$ cat src/rtl/dp_ctrl_pkg.sv
// Shared types and encodings for the datapath sequencing controller.
// Covers the FSM states, instruction fields, write-data selects and ALU operations.
package dp_ctrl_pkg;

    typedef enum logic [2:0] {
        S_WAIT   = 3'd0,
        S_DECODE = 3'd1,
        S_WR_IMM = 3'd2,
        S_GET_A  = 3'd3,
        S_GET_B  = 3'd4,
        S_EXEC   = 3'd5,
        S_WR_REG = 3'd6,
        S_ERR    = 3'd7
    } state_t;

    typedef enum logic [2:0] {
        IC_MOV_IMM = 3'd0,
        IC_MOV_REG = 3'd1,
        IC_MVN     = 3'd2,
        IC_ADD     = 3'd3,
        IC_CMP     = 3'd4,
        IC_AND     = 3'd5,
        IC_ILLEGAL = 3'd6
    } instr_cls_t;

    localparam logic [2:0] OPC_MOV    = 3'b110;
    localparam logic [2:0] OPC_ALU    = 3'b101;

    localparam logic [1:0] OP_MOV_REG = 2'b00;
    localparam logic [1:0] OP_MOV_IMM = 2'b10;
    localparam logic [1:0] OP_ADD     = 2'b00;
    localparam logic [1:0] OP_CMP     = 2'b01;
    localparam logic [1:0] OP_AND     = 2'b10;
    localparam logic [1:0] OP_MVN     = 2'b11;

    localparam logic [1:0] VSEL_C     = 2'b00;
    localparam logic [1:0] VSEL_IMM   = 2'b01;

    localparam logic [1:0] ALU_ADD    = 2'b00;
    localparam logic [1:0] ALU_SUB    = 2'b01;
    localparam logic [1:0] ALU_AND    = 2'b10;
    localparam logic [1:0] ALU_NOTB   = 2'b11;

endpackage

$ cat src/rtl/dp_seq_ctrl_if.sv
// Instruction handshake and datapath control bundle between a sequencer and its datapath.
// The master side issues instructions; the slave side is the controller.
interface dp_seq_ctrl_if;
    import dp_ctrl_pkg::*;

    logic        start;
    logic [15:0] instr;
    logic        w;
    logic        done;
    logic        err;
    logic [2:0]  rnum;
    logic        write;
    logic [1:0]  vsel;
    logic [15:0] sximm8;
    logic        loada;
    logic        loadb;
    logic        loadc;
    logic        loads;
    logic        asel;
    logic [1:0]  shift;
    logic [1:0]  ALUop;

    modport master (
        output start, instr,
        input  w, done, err, rnum, write, vsel, sximm8,
               loada, loadb, loadc, loads, asel, shift, ALUop
    );

    modport slave (
        input  start, instr,
        output w, done, err, rnum, write, vsel, sximm8,
               loada, loadb, loadc, loads, asel, shift, ALUop
    );

endinterface

$ cat src/rtl/dp_instr_dec.sv
// Combinational decode of the latched instruction into a class and its register fields.
// Anything outside the recognised opcode/op pairs is reported as IC_ILLEGAL.
module dp_instr_dec
    import dp_ctrl_pkg::*;
(
    input  logic [15:0] ir,
    output instr_cls_t  cls,
    output logic [2:0]  rn,
    output logic [2:0]  rd,
    output logic [2:0]  rm,
    output logic [1:0]  sh,
    output logic [1:0]  op
);

    logic [2:0] opcode;

    assign opcode = ir[15:13];
    assign op     = ir[12:11];
    assign rn     = ir[10:8];
    assign rd     = ir[7:5];
    assign sh     = ir[4:3];
    assign rm     = ir[2:0];

    always_comb begin
        cls = IC_ILLEGAL;
        if (opcode == OPC_MOV) begin
            if (op == OP_MOV_IMM)      cls = IC_MOV_IMM;
            else if (op == OP_MOV_REG) cls = IC_MOV_REG;
        end else if (opcode == OPC_ALU) begin
            case (op)
                OP_ADD:  cls = IC_ADD;
                OP_CMP:  cls = IC_CMP;
                OP_AND:  cls = IC_AND;
                default: cls = IC_MVN;
            endcase
        end
    end

endmodule

$ cat src/rtl/dp_seq_ctrl.sv
// Multi-cycle sequencer driving register-file, operand and ALU controls for one instruction at a time.
// All control outputs are registered; each branch below loads the values for the state being entered.
module dp_seq_ctrl
    import dp_ctrl_pkg::*;
(
    input  logic         clk,
    input  logic         rst_n,
    dp_seq_ctrl_if.slave bus
);

    state_t      state;
    logic [15:0] ir;
    instr_cls_t  cls;
    logic [2:0]  rn, rd, rm;
    logic [1:0]  sh, op;

    logic        w_q, done_q, err_q, write_q;
    logic        loada_q, loadb_q, loadc_q, loads_q, asel_q;
    logic [2:0]  rnum_q;
    logic [1:0]  vsel_q, shift_q, aluop_q;

    dp_instr_dec u_dec (
        .ir  (ir),
        .cls (cls),
        .rn  (rn),
        .rd  (rd),
        .rm  (rm),
        .sh  (sh),
        .op  (op)
    );

    always_ff @(posedge clk or negedge rst_n) begin
        if (!rst_n) begin
            state   <= S_WAIT;
            ir      <= '0;
            w_q     <= 1'b1;
            done_q  <= 1'b0;
            err_q   <= 1'b0;
            write_q <= 1'b0;
            loada_q <= 1'b0;
            loadb_q <= 1'b0;
            loadc_q <= 1'b0;
            loads_q <= 1'b0;
            asel_q  <= 1'b0;
            rnum_q  <= '0;
            vsel_q  <= '0;
            shift_q <= '0;
            aluop_q <= '0;
        end else begin
            w_q     <= 1'b0;
            done_q  <= 1'b0;
            err_q   <= 1'b0;
            write_q <= 1'b0;
            loada_q <= 1'b0;
            loadb_q <= 1'b0;
            loadc_q <= 1'b0;
            loads_q <= 1'b0;
            asel_q  <= 1'b0;
            rnum_q  <= '0;
            vsel_q  <= '0;
            shift_q <= '0;
            aluop_q <= '0;
            case (state)
                S_WAIT: begin
                    if (bus.start) begin
                        ir    <= bus.instr;
                        state <= S_DECODE;
                    end else begin
                        w_q   <= 1'b1;
                    end
                end
                S_DECODE: begin
                    case (cls)
                        IC_MOV_IMM: begin
                            state   <= S_WR_IMM;
                            rnum_q  <= rn;
                            vsel_q  <= VSEL_IMM;
                            write_q <= 1'b1;
                            done_q  <= 1'b1;
                        end
                        IC_MOV_REG, IC_MVN: begin
                            state   <= S_GET_B;
                            rnum_q  <= rm;
                            loadb_q <= 1'b1;
                        end
                        IC_ADD, IC_CMP, IC_AND: begin
                            state   <= S_GET_A;
                            rnum_q  <= rn;
                            loada_q <= 1'b1;
                        end
                        default: begin
                            state   <= S_ERR;
                            err_q   <= 1'b1;
                        end
                    endcase
                end
                S_GET_A: begin
                    state   <= S_GET_B;
                    rnum_q  <= rm;
                    loadb_q <= 1'b1;
                end
                S_GET_B: begin
                    state   <= S_EXEC;
                    shift_q <= sh;
                    aluop_q <= op;
                    loadc_q <= 1'b1;
                    // MOV reg and MVN pass B through the ALU with a zeroed A operand
                    if (cls == IC_MOV_REG) begin
                        aluop_q <= ALU_ADD;
                        asel_q  <= 1'b1;
                    end else if (cls == IC_MVN) begin
                        asel_q  <= 1'b1;
                    end else if (cls == IC_CMP) begin
                        loadc_q <= 1'b0;
                        loads_q <= 1'b1;
                        done_q  <= 1'b1;
                    end
                end
                S_EXEC: begin
                    if (cls == IC_CMP) begin
                        state   <= S_WAIT;
                        w_q     <= 1'b1;
                    end else begin
                        state   <= S_WR_REG;
                        rnum_q  <= rd;
                        vsel_q  <= VSEL_C;
                        write_q <= 1'b1;
                        done_q  <= 1'b1;
                    end
                end
                default: begin
                    state <= S_WAIT;
                    w_q   <= 1'b1;
                end
            endcase
        end
    end

    assign bus.w      = w_q;
    assign bus.done   = done_q;
    assign bus.err    = err_q;
    assign bus.rnum   = rnum_q;
    assign bus.write  = write_q;
    assign bus.vsel   = vsel_q;
    assign bus.sximm8 = {{8{ir[7]}}, ir[7:0]};
    assign bus.loada  = loada_q;
    assign bus.loadb  = loadb_q;
    assign bus.loadc  = loadc_q;
    assign bus.loads  = loads_q;
    assign bus.asel   = asel_q;
    assign bus.shift  = shift_q;
    assign bus.ALUop  = aluop_q;

endmodule

$ cat src/flat_wrapper.sv
// flat-port wrapper written by rule: the top's interface ports become plain ports
module dp_seq_ctrl_flat import dp_ctrl_pkg::*;
  (clk, rst_n, bus_start, bus_instr, bus_w, bus_done, bus_err, bus_rnum, bus_write, bus_vsel, bus_sximm8, bus_loada, bus_loadb, bus_loadc, bus_loads, bus_asel, bus_shift, bus_ALUop);
  dp_seq_ctrl_if bus_i ();
  input  logic clk;
  input  logic rst_n;
  input wire logic [$bits(bus_i.start)-1:0] bus_start;
  input wire logic [$bits(bus_i.instr)-1:0] bus_instr;
  output wire logic [$bits(bus_i.w)-1:0] bus_w;
  output wire logic [$bits(bus_i.done)-1:0] bus_done;
  output wire logic [$bits(bus_i.err)-1:0] bus_err;
  output wire logic [$bits(bus_i.rnum)-1:0] bus_rnum;
  output wire logic [$bits(bus_i.write)-1:0] bus_write;
  output wire logic [$bits(bus_i.vsel)-1:0] bus_vsel;
  output wire logic [$bits(bus_i.sximm8)-1:0] bus_sximm8;
  output wire logic [$bits(bus_i.loada)-1:0] bus_loada;
  output wire logic [$bits(bus_i.loadb)-1:0] bus_loadb;
  output wire logic [$bits(bus_i.loadc)-1:0] bus_loadc;
  output wire logic [$bits(bus_i.loads)-1:0] bus_loads;
  output wire logic [$bits(bus_i.asel)-1:0] bus_asel;
  output wire logic [$bits(bus_i.shift)-1:0] bus_shift;
  output wire logic [$bits(bus_i.ALUop)-1:0] bus_ALUop;
  assign bus_i.start = bus_start;
  assign bus_i.instr = bus_instr;
  assign bus_w = bus_i.w;
  assign bus_done = bus_i.done;
  assign bus_err = bus_i.err;
  assign bus_rnum = bus_i.rnum;
  assign bus_write = bus_i.write;
  assign bus_vsel = bus_i.vsel;
  assign bus_sximm8 = bus_i.sximm8;
  assign bus_loada = bus_i.loada;
  assign bus_loadb = bus_i.loadb;
  assign bus_loadc = bus_i.loadc;
  assign bus_loads = bus_i.loads;
  assign bus_asel = bus_i.asel;
  assign bus_shift = bus_i.shift;
  assign bus_ALUop = bus_i.ALUop;
  dp_seq_ctrl u_core (.clk(clk), .rst_n(rst_n), .bus(bus_i));
endmodule
$ cat config.mk
export PLATFORM = sky130hd
export DESIGN_NAME = dp_seq_ctrl_flat
export DESIGN_NICKNAME = d
export VERILOG_FILES = /design/src/rtl/dp_ctrl_pkg.sv /design/src/rtl/dp_seq_ctrl_if.sv /design/src/rtl/dp_instr_dec.sv /design/src/rtl/dp_seq_ctrl.sv /design/src/flat_wrapper.sv
export SDC_FILE = /design/constraint.sdc
export NUM_CORES = 1
export LEC_CHECK = 0
export CORE_AREA = 2 2 64 66
export DETAILED_ROUTE_END_ITERATION = 16
export DIE_AREA = 0 0 66 68
export GPL_ROUTABILITY_DRIVEN = 0
export PLACE_DENSITY_LB_ADDON = 0.15
export SYNTH_ARGS = -nofsm -noshare
export SYNTH_HDL_FRONTEND = slang
export SYNTH_HIERARCHICAL = 1
export SYNTH_SLANG_ARGS = --single-unit
export TNS_END_PERCENT = 10
$ cat constraint.sdc
create_clock -name clk -period 4.6 [get_ports clk]
set_clock_uncertainty 0.2 [all_clocks]
set_input_delay 1.15 -clock clk [delete_from_list [all_inputs] [get_ports clk]]
set_output_delay 1.15 -clock clk [all_outputs]
set_load 0.03 [all_outputs]
Yosys cells after proc, flatten, opt, wreduce, memory -nomap -nowiden
Cells that the tools add are included.
Widths: inputs -> output; s select.
{"block": "totals", "latchBits": 0, "wordCells": 77, "ram_bits": 0, "n_memories": 0, "register_bits": 37, "rom_bits": 0, "out_inout_bits": 34, "in_bits": 19}
{"block": "classes", "n_eq_ne": 14, "multipliers": 0, "shift": 0, "addsub": 0, "order_cmp": 0, "div_mod_pow": 0, "muxes": 39, "bitwise": 0, "reduce_logical": 9}
{"operator": "$pmux 3 s3", "n": 3}
{"operator": "$mux 3", "n": 7}
{"operator": "$mux 1", "n": 19}
{"operator": "$eq 3x3->1 const B", "n": 6}
{"operator": "$pmux 3 s5", "n": 1}
{"operator": "$eq 3x2->1 const B", "n": 3}
{"operator": "$mux 2", "n": 4}
{"operator": "$eq 3x1->1 const B", "n": 2}
{"operator": "$logic_not 3->1", "n": 2}
{"operator": "$pmux 1 s3", "n": 2}
{"operator": "$pmux 3 s2", "n": 1}
{"operator": "$reduce_or 3->1", "n": 2}
{"operator": "$reduce_or 6->1", "n": 1}
{"operator": "$pmux 1 s2", "n": 2}
{"operator": "$reduce_or 4->1", "n": 1}
{"operator": "$eq 2x1->1 const B", "n": 1}
{"operator": "$eq 2x2->1 const B", "n": 1}
{"operator": "$logic_not 2->1", "n": 1}
{"operator": "$ne 2x2->1 const B", "n": 1}
{"operator": "$reduce_and 2->1", "n": 1}
{"operator": "$reduce_or 2->1", "n": 1}

Logic depth before layout (Yosys ltp)
Gate-level depths: netlist (run 1).
{"block": "depth", "word_depth": 9, "ltp_mapped": 10, "mapped_depth_nobuf": 9}

By module
The synthesis (run 1) kept the hierarchy.
{"module": "dp_seq_ctrl", "cells_per_inst": 137, "instances": 1, "seq_area_each_um2": 902.1, "area_per_inst_um2": 1682.9}
{"module": "dp_instr_dec", "cells_per_inst": 29, "instances": 1, "seq_area_each_um2": 0.0, "area_per_inst_um2": 200.2}

Worst setup path before layout (run 1)
Ideal clock, no wire load.
{"block": "synth_timing", "path_type": "input port to flip-flop", "start": "in bus_start", "end": "reg u_core.ir[10]", "stages": 3, "n_path_buf": 1, "setup_ps": 125, "path_slack_ps": 2241, "arrival_time_ps": 2034, "t_required_ps": 4275, "path_cell_list": "nor4b_4 buf_8 mux2_4"}
{"block": "synth_between", "elab_chain_len": 1}
{"item": "from (decl)", "line": "flat_wrapper.sv:7", "text": "input wire logic [$bits(bus_i.start)-1:0] bus_start;"}
{"item": "$reduce_and 2->1 (no source line)"}
{"item": "to (signal assigned)", "line": "dp_seq_ctrl.sv:66", "text": "ir <= bus.instr;"}
{"item": "to (decl)", "line": "dp_seq_ctrl.sv:12", "text": "logic [15:0] ir;"}
No other way between the ends.
A chain may end at the register's enable or synchronous reset.

Worst setup path in the final report (run 1)
{"block": "layout_timing", "start": "reg u_core.ir[7]", "end": "out bus_sximm8[14]"}
{"item": "to (decl)", "line": "flat_wrapper.sv:15", "text": "output wire logic [$bits(bus_i.sximm8)-1:0] bus_sximm8;"}
No word-level cell between the ends.

==> results of run 1 <==
layer usage:
metal | up-vias | share of wire, % | GRT usage [%]
li1 | 568 | - | -
met1 | 572 | 43 | 19.43
met2 | 42 | 50 | 25.00
met3 | 4 | 7.3 | 5.921
met4 | 0 | 0.57 | 3.827
met5 | - | 0 | 0
cells by family after synthesis:
family	Yosys count	share of synthesized area (%)
AND/OR/NAND/NOR	43	13.29
buffers and inverters	43	16.41
flip-flops	36	47.91
AO/OA/AOI/OAI	20	6.645
multiplexers	18	12.62
adder cells (fa/ha/maj)	3	1.994
XOR/XNOR	2	0.9304
other	1	0.1991
Yosys cell counts (all sizes together):
cell type | count | area (sq um)
a2111oi | 1 | 8.760
a21oi | 7 | 35.03
a221o | 3 | 30.03
and2 | 3 | 18.77
and2b | 1 | 8.760
and3 | 4 | 25.02
buf | 36 | 281.5
clkbuf | 2 | 8.750
conb | 1 | 3.750
dfrtp | 35 | 875.8
dfstp | 1 | 26.28
ha | 3 | 37.54
inv | 5 | 18.77
mux2 | 16 | 217.7
mux2i | 2 | 20.02
nand2 | 8 | 30.03
nand2b | 3 | 18.77
nand3b | 1 | 7.510
nand4b | 1 | 8.760
nor2 | 10 | 40.04
nor2b | 1 | 6.260
nor3 | 4 | 20.02
nor3b | 4 | 30.03
nor4b | 1 | 23.77
o21a | 1 | 7.510
o21ai | 7 | 35.03
o41ai | 1 | 8.760
or2 | 2 | 12.51
xnor2 | 1 | 8.760
xor2 | 1 | 8.760
worst register-to-register path, stage by stage, from the launching register on:
cell	delay, ns
dfrtp_1	0.37
inv_1	0.09
ha_1	0.20
nor2_1	0.13
nor3b_1	0.08
o21ai_1	0.53
nand2_1	0.23
and3_1	0.30
a221o_1	0.37
worst max-delay path by stage:
stage | end | slack (ns) | cells past startpoint
2_1_floorplan | u_core/ir[10] | 2.24 | 3
3_3_place_gp | u_core/ir[1] | 1.78 | 4
3_5_place_dp | u_core/ir[12] | 1.75 | 4
4_1_cts | bus_sximm8[14] | 1.70 | 1
5_1_grt | bus_sximm8[14] | 1.64 | 1
6_report | bus_sximm8[14] | 1.74 | 1
registers in the layout, summed over array words and instances, names as in the netlist:
| register | cells |
|---|---|
| u_core/ir | 16 |
| u_core/bus.rnum | 3 |
| u_core/state | 3 |
| u_core/bus.ALUop | 2 |
| u_core/bus.shift | 2 |
| u_core/bus.asel | 1 |
| u_core/bus.done | 1 |
| u_core/bus.err | 1 |
| u_core/bus.loada | 1 |
| u_core/bus.loadb | 1 |
| u_core/bus.loadc | 1 |
| u_core/bus.loads | 1 |
| u_core/bus.vsel | 1 |
| u_core/bus.w | 1 |
| u_core/bus.write | 1 |
where the power goes:
part	internal, W	leakage (nW)	total, W	switching (W)
clock	0.000122	0.0445	0.000223	0.000102
combinational	0.000427	0.501	0.000924	0.000496
sequential	0.000453	0.454	0.000572	0.000119
stage by stage:
stage	instance area (sq um)	util, %
3_3_place_gp	2168	56.23
3_5_place_dp	2168	56.23
2_1_floorplan	1883	-
5_1_grt	2262	58.66
4_1_cts	2262	58.66
6_report	2262	58.66
final cells by class:
cell class                      count  area (sq um)
Inverter                            5         18.77
Tap cell                           50         62.56
Clock inverter                      1         7.507
Sequential cell                    36         902.1
Multi-Input combinational cell     87         671.9
Timing Repair Buffer               52         513.0
Fill cell                         337          1594
Clock buffer                        7         86.33
==> impl_metrics.ini, run 1 <==
[run_status]
outcome = complete, no violations

[setup_path]
worstSetupStartpointType = flip-flop
critPathArrivalTime_ns = 1.51
number_of_buffer_and_inverter_stages_on_the_critical_path = 1
cpMaxStageDelayCell = clkdlybuf4s50_1
critical_path.endpoint_type = output pin
worst-path-max-fanout = 11
critPathMaxStageDelay_ns = 0.74
cp-startpoint = u_core/ir[7]
timing.setup.critical_path_class = reg2out
critPathRequiredTime_ns = 3.25
critPathTopFamily = buffers and inverters
crit-reg2reg-launch = u_core/ir[11]
critical_path.cell_chain = clkdlybuf4s50_1
rrSetupSlack_ns = 1.97
endpoint_of_the_most_critical_register_to_register_path = u_core/bus.rnum[2]
reg2regPathDepth = 8

[worst_hold_path]
timing.hold.worst.start = u_core/ir[8]
holdPathEnd = u_core/ir[8]
hold_depth = 1
hp-class = reg2reg

[timing]
post_layout_minimum_cycle_time_ns = 2.863
maxSlewHeadroom_pct = 48.79
report.final.hold_viol_count = 0
post-route-period-util_pct = 62.23
fin_tns_setup_ns = 0
final_setup_slack_of_the_worst_path_ns = 1.737
setup-violations-final = 0
timing.hold.ws_ns = 0.3105
rsz_0062_raised_after_global_routing = false
worst-slew-pin-transition_ns = 0.7682
max_freq_mhz = 349.3
maxSlewViolCount = 0

[finish]
fin_nets = 209
commonest_non_fill_non_tap_cell_in_the_layout = clkdlybuf4s50_1
final_cell_mix = 50 x clkdlybuf4s50_1, 35 x dfrtp_1, 10 x mux2_4
area_growth_syn_to_layout_pct = 20.13
antennaDiodeCount = 0
layout-drive-gt1-share_pct = 16.49
finish.cell_count_without_fillers = 238

[route]
first_pass_iters = 4
wl_per_cell_microns = 13.22
vias_per_cell = 4.983
detail_route.drc_violations = 0
ant_nets = 0
routed_wl_microns = 3147
drt_first_iter_violations = 32
num_vias = 1186

[cts]
postCtsSetupRepairBufs = 0
clk_latency_ns = 0.28
clock_tree.root_cell = clkbuf_8
cts_tree = yes
htree_levels = 2
maximum_count_of_clock_buffers_along_a_single_path = 2
postCtsHoldBufs = 0
ctsResizeCount = 0
clk_transition_reported_paths_ns = 0.07
clkSinkCount = 36
cts_buffers = 5

[grt]
first_global_vias = 1077
gr-total-overflow = 0
grt_max_degree = 37
initial_antenna_violation_count = 0
grt_first_pass_wirelength_microns = 5140
gr-usage-all-layers_pct = 15.36

[place]
place.detailed.instances = 230
setup_slack_after_placement_ns = 1.747
port_bufs = 51
hpwlAfterDp_microns = 2361

[synthesis]
ys.warnings.count = 6
synth_fp_nets = 188
netlist_area_sq_um = 1883
syn-mean-instance-area_sq_um = 11.34
synth-seq-area-share_pct = 47.91
synth_instances = 166
synth_cell_type_count = 37
yosys_register_bits = 36

[pwr]
power_density_nw_per_um2 = 760.1
worst_vdd_drop_v = 0.0003252
cellLeakagePower_nw = 0.9996
p_total_w = 0.001719

[die]
std_cell_rows = 23
pin_count = 53
fp.dieH_microns = 68
core_area_sq_um = 3856
initial_core_util_pct = 48.83
width_of_the_die_microns = 66
fp.dieArea_sq_um = 4488

[job]
total_of_max_cap_violations = 0
No activity file was read; power rests on OpenSTA's default activity.
==> run 2: changes to the inputs <==
CORE_AREA = 2 2 70 72   (was 2 2 64 66)
DIE_AREA = 0 0 72 74   (was 0 0 66 68)
clock period = 2.4 ns   (was 4.6 ns; I/O delays follow)
==> run 2 against run 1 <==
Register-to-register slack got worse by 1.8 ns. Cell area increased by 3.8%. Setup slack lost 1.7 ns. Die area grew 19%. Power rose by 98%. Critical path type unchanged. Critical endpoint is now bus_sximm8[11]. Largest cell class unchanged. Largest power group unchanged. Highest routed layer unchanged.
==> impl_metrics.ini, run 2 (synthesized netlist as in run 1, its figures left out) <==
[finish]
largest_reg_flops = 16
layout-drive-gt1-share_pct = 21.65
final_cell_mix = 45 x clkdlybuf4s50_1, 35 x dfrtp_1, 10 x mux2_4
finish.cell_count_without_fillers = 248
largest_register = u_core/ir
commonest_non_fill_non_tap_cell_in_the_layout = clkdlybuf4s50_1
area_growth_syn_to_layout_pct = 24.65
fin_nets = 215
area.sequential_sq_um = 902.1
antennaDiodeCount = 0
filler_cell_count_in_the_final_layout = 406
multiInputGateArea_sq_um = 694.4

[place]
port_bufs = 51
place.detailed.instances = 240
hpwlAfterDp_microns = 2519

[pwr]
power_frac_seq_pct = 32.6
switching_power_w = 0.001428
power_density_nw_per_um2 = 1451
cell_internal_pwr_w = 0.001978
worst_vdd_drop_v = 0.0006704
cellLeakagePower_nw = 1.084
share_clk_of_total_power_pct = 13.0
netSwitchingFraction_pct = 41.93
p_total_w = 0.003407
combinationalPowerShare_pct = 54.4

[worst_hold_path]
hp-class = in2async

[die]
fp.dieArea_sq_um = 5328
pin_count = 53
width_of_the_die_microns = 72
std_cell_rows = 25
core_area_sq_um = 4598
fp.dieH_microns = 74
initial_core_util_pct = 40.95

[cts]
maximum_count_of_clock_buffers_along_a_single_path = 2
clock_tree.root_cell = clkbuf_8
cts_tree = yes
clk_transition_reported_paths_ns = 0.07
clk_latency_ns = 0.29
cts_buffers = 5
clkSinkCount = 36
htree_levels = 2
postCtsHoldBufs = 0

[setup_path]
cpMaxStageDelayCell = clkdlybuf4s50_1
reg2regPathDepth = 9
critPathTopFamily = buffers and inverters
critPathArrivalTime_ns = 1.53
worstSetupStartpointType = flip-flop
critPathRequiredTime_ns = 1.60
rrSetupSlack_ns = 0.14
worst-path-max-fanout = 11
endpoint_of_the_most_critical_register_to_register_path = u_core/bus.rnum[1]
number_of_buffer_and_inverter_stages_on_the_critical_path = 1
critical_path.endpoint_type = output pin
critPathMaxStageDelay_ns = 0.73
crit-reg2reg-launch = u_core/ir[11]
timing.setup.critical_path_class = reg2out
critical_path.cell_chain = clkdlybuf4s50_1

[grt]
grt_max_degree = 37
gr-total-overflow = 0
initial_antenna_violation_count = 0
grt_first_pass_wirelength_microns = 5609
gr-usage-all-layers_pct = 14.10
first_global_vias = 1151

[job]
total_of_max_cap_violations = 0

[timing]
max_freq_mhz = 430.1
maxSlewViolCount = 0
report.final.hold_viol_count = 0
post-route-period-util_pct = 96.88
rsz_0062_raised_after_global_routing = true
setup-violations-final = 0
worst-slew-pin-transition_ns = 0.7820
post_layout_minimum_cycle_time_ns = 2.325
maxSlewHeadroom_pct = 47.87

[route]
wl_met3_microns = 262
wl_per_cell_microns = 13.73
ant_nets = 0
detail_route.wirelength.met1_microns = 1444
routed_wl_microns = 3405
dr.max_layer_used = met4
vias_per_cell = 4.992
wl_met2_microns = 1645
first_pass_iters = 4
drt_first_iter_violations = 51
num_vias = 1238
detail_route.drc_violations = 0

[run_status]
outcome = complete, no violations
[run 2: final cells by class]
type,instances,area share (%)
multi-input combinational,87,29.58
sequential,36,38.43
clock inverter,1,0.3198
tap,54,2.878
timing repair buffer,58,24.31
clock buffer,7,3.678
inverter,5,0.7996
[run 2: layer usage]
| metal | vias up | track usage (%) |
|---|---|---|
| met4 | 0 | 5.660 |
| met5 | - | 0 |
| met3 | 5 | 4.878 |
| met1 | 603 | 17.12 |
| li1 | 578 | - |
| met2 | 52 | 23.25 |
[run 2: how the worst max path moves through the flow]
stage / startpoint / to / slack (ns) / depth (start not counted)
final: u_core/ir[7] / bus_sximm8[11] / 0.07 / 1
after global routing: u_core/ir[11] / u_core/bus.rnum[1] / -0.03 / 9
after CTS: u_core/ir[7] / bus_sximm8[14] / 0.03 / 1
after detailed placement: u_core/ir[11] / u_core/bus.rnum[1] / 0.06 / 9
after global placement: u_core/ir[11] / u_core/bus.rnum[2] / 0.16 / 9
after floorplan: u_core/ir[11] / u_core/bus.rnum[2] / 0.18 / 10
[run 2: timing repair]
action	CTS	global route
resized for setup	0	10
hold endpoints to repair	0	0
setup buffers	0	0
endpoints found under the setup margin	0	15
[run 2: power by group through the flow]
stage	Combinational [W]	Sequential, W	Clock, W
floorplan	0.00145	0.00120	0
finish	0.00185	0.00111	0.000442
global route	0.00198	0.00116	0.000488
detailed placement	0.00184	0.00112	0
CTS	0.00185	0.00111	0.000455
global placement	0.00182	0.00111	0
[run 2: per-stage QoR]
step | area (sq um) | worst slack, ns | hold slack [ns] | util (%) | TNS (ns)
2_1_floorplan | 1883 | 0.1752 | 0.1044 | - | 0
3_3_place_gp | 2218 | 0.1579 | 0.3016 | 48.24 | 0
3_5_place_dp | 2218 | 0.06449 | 0.3042 | 48.24 | 0
4_1_cts | 2312 | 0.02736 | 0.2191 | 50.29 | 0
5_1_grt | 2347 | -0.02694 | 0.2562 | 51.05 | -0.05874
6_report | 2347 | 0.07483 | 0.1887 | 51.05 | 0
==> run 3: changes to the inputs <==
CORE_AREA = 2 2 67 69   (was 2 2 70 72)
DIE_AREA = 0 0 69 71   (was 0 0 72 74)
REMOVE_ABC_BUFFERS = 1   (was unset)
SYNTH_HIERARCHICAL = unset   (was 1)
==> run 3 against run 2 <==
Clock power rose by 17%. Clock-buffer cell count is 1 lower. Utilization rose by 2.6 points.
==> impl_metrics.ini, run 3 <==
[setup_path]
endpoint_of_the_most_critical_register_to_register_path = u_core.bus.rnum[2]
cpMaxStageDelayCell = clkdlybuf4s50_1
critical_path.endpoint_type = output pin
timing.setup.critical_path_class = reg2out
number_of_buffer_and_inverter_stages_on_the_critical_path = 1
crit-reg2reg-launch = u_core.ir[11]
critPathRequiredTime_ns = 1.60
worstSetupStartpointType = flip-flop
critPathTopFamily = buffers and inverters
critPathArrivalTime_ns = 1.53
reg2regPathDepth = 6
critical_path.cell_chain = clkdlybuf4s50_1
worst-path-max-fanout = 11
critPathMaxStageDelay_ns = 0.74
rrSetupSlack_ns = 0.28

[cts]
htree_levels = 2
cts_tree = yes
clk_transition_reported_paths_ns = 0.07
clock_tree.root_cell = clkbuf_8
maximum_count_of_clock_buffers_along_a_single_path = 2
clk_latency_ns = 0.28
postCtsSetupRepairBufs = 0
cts_buffers = 5
clkSinkCount = 36

[route]
first_pass_iters = 4
drt_first_iter_violations = 51
wl_met2_microns = 1816
detail_route.wirelength.met1_microns = 1362
ant_nets = 0
vias_per_cell = 4.936
wl_met3_microns = 192
routed_wl_microns = 3412
dr.max_layer_used = met4
num_vias = 1165
detail_route.drc_violations = 0
wl_per_cell_microns = 14.46

[job]
total_of_max_cap_violations = 0

[synthesis]
netlist_area_sq_um = 1668
ys.warnings.count = 0
synth_cell_type_count = 38
synth_top_area_share_pct = 52.51
yosys.cell_count.top_type = dfrtp_1
yosys_register_bits = 36
async_flop_share_pct = 100.0
yosys_most_used_dff = dfrtp_1
synth_edf_count = 0
syn-mean-instance-area_sq_um = 11.75
synth-seq-area-share_pct = 54.09
yosys-top-cells-count = 35 x dfrtp_1, 17 x buf_4, 14 x mux2_2, 8 x nand2_1, 6 x o21ai_0
synth_instances = 142
yosysTopAreaCell = dfrtp_1
synth_top_cells_by_area = dfrtp_1 53%, mux2_2 9.5%, buf_4 7.7%, o21ai_0 1.8%, nand2_1 1.8%

[pwr]
cellLeakagePower_nw = 1.016
worst_vdd_drop_v = 0.0006064
switching_power_w = 0.001415
power_frac_seq_pct = 31.7
p_total_w = 0.003386
cell_internal_pwr_w = 0.001971
share_clk_of_total_power_pct = 15.3
combinationalPowerShare_pct = 53.1
power_density_nw_per_um2 = 1502
netSwitchingFraction_pct = 41.78

[finish]
fin_nets = 204
finish.cell_count_without_fillers = 236
area.sequential_sq_um = 902.1
layout.core_utilization_pct = 53.63
layout-drive-gt1-share_pct = 17.93
final_cell_mix = 44 x clkdlybuf4s50_1, 35 x dfrtp_1, 14 x mux2_2
largest_reg_flops = 16
multiInputGateArea_sq_um = 601.8
area_growth_syn_to_layout_pct = 35.18
filler_cell_count_in_the_final_layout = 388
antennaDiodeCount = 0
largest_register = u_core.ir
commonest_non_fill_non_tap_cell_in_the_layout = clkdlybuf4s50_1

[timing]
maxSlewViolCount = 0
worst-slew-pin-transition_ns = 0.7614
post-route-period-util_pct = 97.24
post_layout_minimum_cycle_time_ns = 2.334
report.final.hold_viol_count = 0
setup-violations-final = 0
max_freq_mhz = 428.5
final_setup_slack_of_the_worst_path_ns = 0.06615
maxSlewHeadroom_pct = 49.24

[place]
place.detailed.instances = 228
setup_slack_after_placement_ns = 0.1531
hpwlAfterDp_microns = 2553
port_bufs = 51

[die]
pin_count = 53
core_area_sq_um = 4204
width_of_the_die_microns = 69
std_cell_rows = 24
fp.dieArea_sq_um = 4899
fp.dieH_microns = 71
initial_core_util_pct = 39.67

[grt]
gr-usage-all-layers_pct = 14.64
initial_antenna_violation_count = 0
first_global_vias = 1190
gr-total-overflow = 0
grt_max_degree = 37
grt_first_pass_wirelength_microns = 5685

[worst_hold_path]
hp-class = in2async

[run_status]
outcome = complete, no violations
run 3: power by group through the flow:
| stage | combinational, W | clock [W] | sequential (W) |
|---|---|---|---|
| 2_1_floorplan | 0.000635 | 0 | 0.00153 |
| 3_3_place_gp | 0.00177 | 0 | 0.00108 |
| 3_5_place_dp | 0.00181 | 0 | 0.00109 |
| 4_1_cts | 0.00182 | 0.000528 | 0.00108 |
| 5_1_grt | 0.00192 | 0.000553 | 0.00112 |
| 6_report | 0.00180 | 0.000516 | 0.00107 |
run 3: cell families (layout without fill, tap and decap cells):
kind of cell             after synthesis  after routing  synth area share [%]
flip-flops                            36             36                 54.09
AND/OR/NAND/NOR                       34             34                 13.43
AO/OA/AOI/OAI                         28             28                 10.95
buffers and inverters                 26             68                 9.827
multiplexers                          14             14                 9.452
adder cells (fa/ha/maj)                2              2                 1.500
other                                  1              1                0.2248
XOR/XNOR                               1              1                0.5252
run 3: per-stage QoR:
stage	setup TNS [ns]	hold slack, ns	area, sq um
global placement	0	0.2629	2132
detailed placement	0	0.2828	2132
global route	-0.02887	0.2555	2255
finish	0	0.1865	2255
CTS	0	0.2217	2240
floorplan	-3.300	0.1044	1526
run 3: final cells by class:
class	instances	share of cell area, %
Multi-Input combinational cell	80	26.69
Sequential cell	36	40.01
Clock inverter	2	1.554
Timing Repair Buffer	54	24.64
Tap cell	52	2.886
Clock buffer	6	3.219
Inverter	6	0.9989
run 3: worst max-delay path by stage:
| stage | start | endpoint | slack, ns | cells past startpoint |
|---|---|---|---|---|
| 2_1_floorplan | u_core.ir[7] | bus_sximm8[10] | -0.32 | 0 |
| 3_3_place_gp | bus_start | u_core.ir[2] | 0.20 | 4 |
| 3_5_place_dp | bus_start | u_core.ir[8] | 0.15 | 4 |
| 4_1_cts | u_core.ir[7] | bus_sximm8[11] | 0.03 | 1 |
| 5_1_grt | u_core.ir[7] | bus_sximm8[14] | -0.02 | 1 |
| 6_report | u_core.ir[7] | bus_sximm8[14] | 0.07 | 1 |
run 3: repair_timing:
action                                  4_1_cts  5_1_grt
endpoints found under the setup margin        0        9
hold buffers                                  0        0
resized for setup                             0        6
run 3: layer usage:
layer  global-route usage, %  up-vias
met5                       0        -
met4                   4.575        0
met3                   4.701        4
met2                   25.64       36
met1                   17.17      563
li1                        -      562
